`src/rtl/bram_mem_arbiter.sv`:
```
// Round-robin arbiter sharing one single-port BRAM between two PicoRV32-style
// requesters. Each grant is guarded by a timeout that completes with ERR_RDATA.
module bram_mem_arbiter #(
  parameter int          TIMEOUT_CYCLES = 64,
  parameter logic [31:0] ERR_RDATA      = 32'hDEADBEEF
) (
  input  logic        clk,
  input  logic        resetn,
  input  logic        s0_valid,
  input  logic        s0_instr,
  input  logic [31:0] s0_addr,
  input  logic [31:0] s0_wdata,
  input  logic [3:0]  s0_wstrb,
  output logic        s0_ready,
  output logic [31:0] s0_rdata,
  input  logic        s1_valid,
  input  logic        s1_instr,
  input  logic [31:0] s1_addr,
  input  logic [31:0] s1_wdata,
  input  logic [3:0]  s1_wstrb,
  output logic        s1_ready,
  output logic [31:0] s1_rdata,
  output logic        m_valid,
  output logic        m_instr,
  output logic [31:0] m_addr,
  output logic [31:0] m_wdata,
  output logic [3:0]  m_wstrb,
  input  logic        m_ready,
  input  logic [31:0] m_rdata,
  output logic        grant_id,
  output logic        busy,
  output logic        err_timeout,
  input  logic        err_clear
);

  localparam int CNT_W = ($clog2(TIMEOUT_CYCLES) > 7) ? $clog2(TIMEOUT_CYCLES) : 7;
  localparam logic [CNT_W-1:0] CNT_LAST = CNT_W'(TIMEOUT_CYCLES - 1);

  typedef enum logic [1:0] {S_IDLE, S_BUSY, S_GAP} state_e;

  state_e            state_q, state_d;
  logic              prio_q, prio_d;
  logic              grant_q, grant_d;
  logic [CNT_W-1:0]  cnt_q, cnt_d;
  logic              m_instr_q, m_instr_d;
  logic [31:0]       m_addr_q, m_addr_d;
  logic [31:0]       m_wdata_q, m_wdata_d;
  logic [3:0]        m_wstrb_q, m_wstrb_d;
  logic              err_q, err_d;
  logic              winner;
  logic              done;
  logic              timeout_hit;
  logic [31:0]       resp_rdata;

  always_comb begin
    // NOTE: every signal gets a default before the case so no path leaves it unassigned (no latches).
    state_d     = state_q;
    prio_d      = prio_q;
    grant_d     = grant_q;
    cnt_d       = cnt_q;
    m_instr_d   = m_instr_q;
    m_addr_d    = m_addr_q;
    m_wdata_d   = m_wdata_q;
    m_wstrb_d   = m_wstrb_q;
    winner      = 1'b0;
    done        = 1'b0;
    timeout_hit = 1'b0;

    case (state_q)
      S_IDLE: begin
        if (s0_valid || s1_valid) begin
          winner    = (s0_valid && s1_valid) ? prio_q : s1_valid;
          grant_d   = winner;
          m_instr_d = winner ? s1_instr : s0_instr;
          m_addr_d  = winner ? s1_addr  : s0_addr;
          m_wdata_d = winner ? s1_wdata : s0_wdata;
          m_wstrb_d = winner ? s1_wstrb : s0_wstrb;
          cnt_d     = '0;
          state_d   = S_BUSY;
        end
      end
      S_BUSY: begin
        timeout_hit = (cnt_q == CNT_LAST);
        if (m_ready || timeout_hit) begin
          done    = 1'b1;
          prio_d  = ~grant_q;
          state_d = S_GAP;
        end else begin
          cnt_d = cnt_q + CNT_W'(1);
        end
      end
      default: state_d = S_IDLE;
    endcase
  end

  // A real completion beats the terminal count, so no error is raised then.
  always_comb begin
    err_d = err_q;
    if (timeout_hit && !m_ready) err_d = 1'b1;
    else if (err_clear)          err_d = 1'b0;
  end

  always_ff @(posedge clk or negedge resetn) begin
    if (!resetn) begin
      state_q   <= S_IDLE;
      prio_q    <= 1'b0;
      grant_q   <= 1'b0;
      cnt_q     <= '0;
      m_instr_q <= 1'b0;
      m_addr_q  <= '0;
      m_wdata_q <= '0;
      m_wstrb_q <= '0;
      err_q     <= 1'b0;
    end else begin
      // NOTE: non-blocking assignments so all flops update together from pre-edge values.
      state_q   <= state_d;
      prio_q    <= prio_d;
      grant_q   <= grant_d;
      cnt_q     <= cnt_d;
      m_instr_q <= m_instr_d;
      m_addr_q  <= m_addr_d;
      m_wdata_q <= m_wdata_d;
      m_wstrb_q <= m_wstrb_d;
      err_q     <= err_d;
    end
  end

  assign resp_rdata  = m_ready ? m_rdata : ERR_RDATA;
  assign s0_ready    = done && !grant_q;
  assign s1_ready    = done &&  grant_q;
  assign s0_rdata    = s0_ready ? resp_rdata : 32'h0;
  assign s1_rdata    = s1_ready ? resp_rdata : 32'h0;

  assign m_valid     = (state_q == S_BUSY);
  assign busy        = (state_q == S_BUSY);
  assign m_instr     = m_instr_q;
  assign m_addr      = m_addr_q;
  assign m_wdata     = m_wdata_q;
  assign m_wstrb     = m_wstrb_q;
  assign grant_id    = grant_q;
  assign err_timeout = err_q;

endmodule

```
`config.mk`:
```
export PLATFORM = sky130hd
export DESIGN_NAME = bram_mem_arbiter
export DESIGN_NICKNAME = d
export VERILOG_FILES = /design/src/rtl/bram_mem_arbiter.sv
export SDC_FILE = /design/constraint.sdc
export NUM_CORES = 1
export LEC_CHECK = 0
export CAP_MARGIN = 20
export CORE_ASPECT_RATIO = 0.8
export CORE_MARGIN = 3
export CORE_UTILIZATION = 37
export CTS_BUF_LIST = sky130_fd_sc_hd__clkbuf_8 sky130_fd_sc_hd__clkbuf_16
export CTS_CLUSTER_DIAMETER = 80
export DETAILED_ROUTE_END_ITERATION = 8
export PLACE_DENSITY = 0.82
export SYNTH_ARGS = -nofsm -noshare
export SYNTH_HDL_FRONTEND = slang
export SYNTH_SLANG_ARGS = --single-unit
```
`constraint.sdc`:
```
create_clock -name clk -period 2.3 [get_ports clk]
set_input_delay 0.46 -clock clk [delete_from_list [all_inputs] [get_ports clk]]
set_output_delay 0.46 -clock clk [all_outputs]
set_load 0.02 [all_outputs]
```
# == Word level (Yosys, flattened, before mapping) ==
# Index checks and enable logic that the tools add are counted.
# totals
ff_bits,81
inputBits,176
out_inout_bits,139
elab_cells,50
# classes
addsub,1
n_eq_ne,5
mux,19
bitwise_logic,1
n_reduce_logical,15
# op_table
cell,count
$mux W32,5
$mux W7,2
$pmux W7 S2,1
$add A7 B1 Y7 const B,1
$eq A7 B6 Y1 const B,1
$mux W1,7
$reduce_and A2 Y1,3
$logic_and A1 B1 Y1,4
$mux W2,2
$mux W4,1
$ne A2 B2 Y1 const B,2
$pmux W2 S2,1
$reduce_bool A2 Y1,2
$reduce_and A3 Y1,1
$eq A2 B1 Y1 const B,1
$logic_not A1 Y1,2
$logic_not A2 Y1,1
$logic_or A1 B1 Y1,2
$ne A2 B1 Y1 const B,1
$not A1 Y1,1

# == Depth between registers and ports, before layout ==
# depth
ltp_word,6
mapped_depth,6
mapped_depth_nobuf,4

# == Least setup slack after synthesis ==
# Ideal clock, no wire load.
# synth_timing
path_type,register -> output
startpoint,register cnt_q[0]
endpoint,output port s1_rdata[10]
t_arrival_ps,1722
t_required_ps,1840
setup_slack_ps,118
stages_incl_launch_ff,7
n_path_buf,2
path_cell_list,dfrtp_1 > ha_1 > nand3_2 > or3_4 > buf_6 > buf_6 > a21oi_1
# synth_via
elab_chain_len,6
# synth_lines
item,line,text
from (decl),44,"logic [CNT_W-1:0] cnt_q, cnt_d;"
from (signal assigned),119,cnt_q <= cnt_d;
$eq A7 B6 Y1,83,timeout_hit = (cnt_q == CNT_LAST);
$logic_or A1 B1 Y1,84,if (m_ready || timeout_hit) begin
$mux W1,84,
$mux W1,69,case (state_q)
$logic_and A1 B1 Y1,130,assign s1_ready = done && grant_q;
$mux W32,132,assign s1_rdata = s1_ready ? resp_rdata : 32'h0;
to (decl),22,"output logic [31:0] s1_rdata,"
# Every way passes these cells.

# == Worst setup path after layout ==
# layout_timing
startpoint,register cnt_q[6]
endpoint,output port s1_rdata[25]
# Same word-level chain as after synthesis.

==> flow_summary_export.csv <==
group,metric,value,unit
status,status,"finished, violations left",
status,violations,"negative setup slack",
finish,antennaDiodeCount,0,
clock_network,cts_tree,"built",
timing,skew,0.00573,ns
clock_network,cts_sinks,81,
flow_run,drv_cap,0,
critical_path,crit_arrival,2.02,ns
place,portBuffers,314,
floorplanning,die-width,134,um
floorplanning,dieHeight,108,um
critical_path,cp.required,1.84,ns
pwr,p_leak,3.53,nW
global_route,grt_util_all_layers,0.275,
critical_path,critPathSlowestCell,"or3_4",
synthesis,syn_area_per_cell,8.41,um2
hold_path,hp-class,"in -> async",
global_route,met2_usage,0.458,
synthesis,yosys-top-cells-area,"dfrtp_1 (42%), a21oi_1 (12%), nand3b_1 (11%), a31oi_1 (9.0%), o21ai_0 (7.7%)",
place,post-dp-hpwl,13900,um
synthesis,ys_ff_latch,81,
clock_network,path_clk_slew,0.06,ns
global_route,met1_usage,0.330,
place,place_inst,1018,
timing,period_share,1.08,
timing,hold_viol,0,
detailed_routing,detail-route-antenna-nets,0,
critical_path,start_kind,"flop",
critical_path,cp_common_cell,"buf_6",
synthesis,synth_edf_count,0,
critical_path,reg2reg_slack,0.55,ns
clock_network,cts_buffers,9,
synthesis,async_reset_ff_frac,1.00,
global_route,gr-usage-met3,0.105,
critical_path,worst_path_largest_cell_delay,0.44,ns
timing,period_needed,2.48,ns
detailed_routing,dr.pass1.iters,5,
pwr,internal_power,5.62,mW
detailed_routing,wl,21700,um
pwr,pwr-share-seq,0.260,
synthesis,synth_cell_type_count,40,
timing,hold-worst-slack,0.101,ns
synthesis,syn_area,4820,um2
pwr,p_sw,3.96,mW
pwr,power.density,1080,nW/um2
critical_path,crit_chain,"nand3b_1, buf_6, buf_6, or3_4, buf_6, a21oi_2, buf_4",
finish,drive_gt1_frac,0.192,
global_route,antenna_found_initial,0,
timing,slew_headroom,0.633,
critical_path,crit_fanout,7,
floorplanning,die_area,14400,um2
clock_network,htree_num_levels,3,
synthesis,ys_seq_area_frac,0.421,
global_route,grt_max_degree,83,
detailed_routing,drc,0,
pwr,clock_power_share,0.169,
synthesis,netlist_instances,573,
finish,area_growth_syn_to_layout,84.7,%
synthesis,ys_warn_count,0,
global_route,grt_busiest_layer,"met2",
clock_network,clkLatencyLatePin,0.33,ns
place,gp_congestion,0.804,
global_route,grt_pass1_vias,5958,
clock_network,root_buffer,"clkbuf_16",
synthesis,synth.top_cell.area_share,0.421,
detailed_routing,detail_route.wl_per_cell,20.5,um
clock_network,hold_buffers,0,
synthesis,synth_area_leader_cell,"dfrtp_1",
critical_path,r2r-start,"cnt_q[0]$_DFFE_PN0P_",
critical_path,crit_path_end_kind,"output pin",
global_route,grt_pass1_wl,32000,um
finish,layout.nets,1064,
synthesis,synth_nets,750,
pwr,pwr-share-comb,0.571,
floorplanning,placeableCoreArea,12400,um2
pwr,swShare,0.413,
finish,final_cells,1062,
global_route,globalRoute.totalOverflow,0,
timing,worst_pin_slew,0.551,ns
critical_path,critical_path_class,"reg -> out",
detailed_routing,drt_iter0_markers,509,
critical_path,r2r-end,"cnt_q[3]$_DFFE_PN0P_",
synthesis,synthFlopType,"dfrtp_1",
floorplanning,start_util,0.388,
timing,max_freq,404,MHz
timing,setup_viol,34,
timing,worst_slack,-0.177,ns
timing,rsz0062_at_grt,"true",
clock_network,cts_buffer_depth,2,
floorplanning,row_count,36,
floorplanning,io_pins,315,
detailed_routing,vias,6153,
critical_path,r2r_cells,6,
detailed_routing,avgViaCountPerCell,5.79,
pwr,vdd_drop_max,0.665,mV
timing,slew_viol_final,0,
layout make-up:
type,count,area [um2]
flip-flops and latches,81,2030
clock inverters,6,109
well taps,171,214
repair buffers,367,3570
fillers,931,3530
multi-input cells,424,2750
inverters,4,15.0
clock buffers,9,225
power groups by stage:
stage,Combinational (mW),Sequential [mW],Clock (mW)
floorplan,1.99,3.22,0
global placement,5.28,2.46,0
detailed placement,5.40,2.49,0
CTS,5.39,2.49,1.64
global route,5.83,2.57,1.71
finish,5.47,2.49,1.61
cells in the mapped netlist, types with 2 or more instances:
| cell | count |
|---|---|
| nand2b_1 | 2 |
| buf_2 | 17 |
| dfrtp_1 | 81 |
| a21oi_1 | 116 |
| buf_6 | 4 |
| nand3b_1 | 70 |
| nor2b_1 | 2 |
| o21ai_0 | 74 |
| a31oi_1 | 69 |
| nand4b_1 | 2 |
| a211oi_1 | 2 |
| clkbuf_1 | 49 |
| nand2_1 | 28 |
| mux2i_1 | 5 |
| inv_1 | 4 |
| nor2_1 | 5 |
| o31ai_1 | 2 |
| a21oi_2 | 3 |
| and3_1 | 17 |
cell families after synthesis:
logic type               Yosys count  share of synthesized area
buffers and inverters             76                     0.0706
AND/OR/NAND/NOR                  138                      0.185
AO/OA/AOI/OAI                    272                      0.311
flip-flops                        81                      0.421
adder cells (fa/ha/maj)            1                    0.00260
multiplexers                       5                     0.0104
critical path: cells and delay by family, from the launching register on:
family,cells,cell delay (ns)
AOI/OAI and AO/OA,1,0.12
buffers and inverters,4,0.56
DFF,1,0.38
and+or+nand+nor,2,0.63
per-stage QoR:
step / util / setup WS (ns) / total power [mW] / cell area (um2) / TNS (ns)
after floorplan: - / 0.118 / 5.21 / 4820 / 0
after global placement: 0.659 / -0.456 / 7.74 / 8190 / -26.17
after detailed placement: 0.659 / -0.558 / 7.89 / 8190 / -30.18
after CTS: 0.697 / -0.136 / 9.52 / 8670 / -1.15
after global routing: 0.716 / -0.219 / 10.1 / 8900 / -4.73
final: 0.716 / -0.177 / 9.58 / 8900 / -2.64
layout by cell type (no fill, tap or decap), types with 4 or more instances in the layout:
cell / n
inv_1: 4
a21oi_1: 88
or3_4: 8
a21oi_4: 6
and3_1: 17
buf_4: 72
clkdlybuf4s50_1: 245
clkbuf_16: 9
buf_6: 20
dlygate4sd2_1: 16
dfrtp_1: 81
mux2i_1: 5
o21ai_0: 74
a21oi_2: 25
nand2_1: 28
buf_12: 9
a31oi_1: 69
nand3b_1: 70
worst max-delay path by stage:
stage,slack [ns],cells past startpoint,startpoint,end
2_1_floorplan,0.12,6,cnt_q[0]$_DFFE_PN0P_,s1_rdata[10]
3_3_place_gp,-0.46,4,m_ready,s1_rdata[5]
3_5_place_dp,-0.56,4,m_ready,s0_rdata[23]
4_1_cts,-0.14,7,cnt_q[6]$_DFFE_PN0P_,s1_rdata[25]
5_1_grt,-0.22,7,cnt_q[6]$_DFFE_PN0P_,s0_rdata[3]
6_report,-0.18,7,cnt_q[6]$_DFFE_PN0P_,s1_rdata[25]
repair_timing:
item	4_1_cts	5_1_grt
pin swaps	8	6
endpoints found under the setup margin	67	50
gates cloned	7	1
buffers inserted	16	6
hold endpoints to repair	0	0
resized for setup	282	55
sequential cells by signal, summed over array words and instances, names as in the netlist:
| signal | flops |
|---|---|
| m_addr | 32 |
| m_wdata | 32 |
| cnt_q | 7 |
| m_wstrb | 4 |
| state_q | 2 |
| err_timeout | 1 |
| grant_id | 1 |
| m_instr | 1 |
| prio_q | 1 |
routing by layer:
metal | wire, um | part of all wire
met2 | 10500 | 0.48
met1 | 8240 | 0.38
met3 | 2210 | 0.10
met4 | 763 | 0.035
met5 | 0 | 0
No activity file was read; power rests on OpenSTA's default activity.
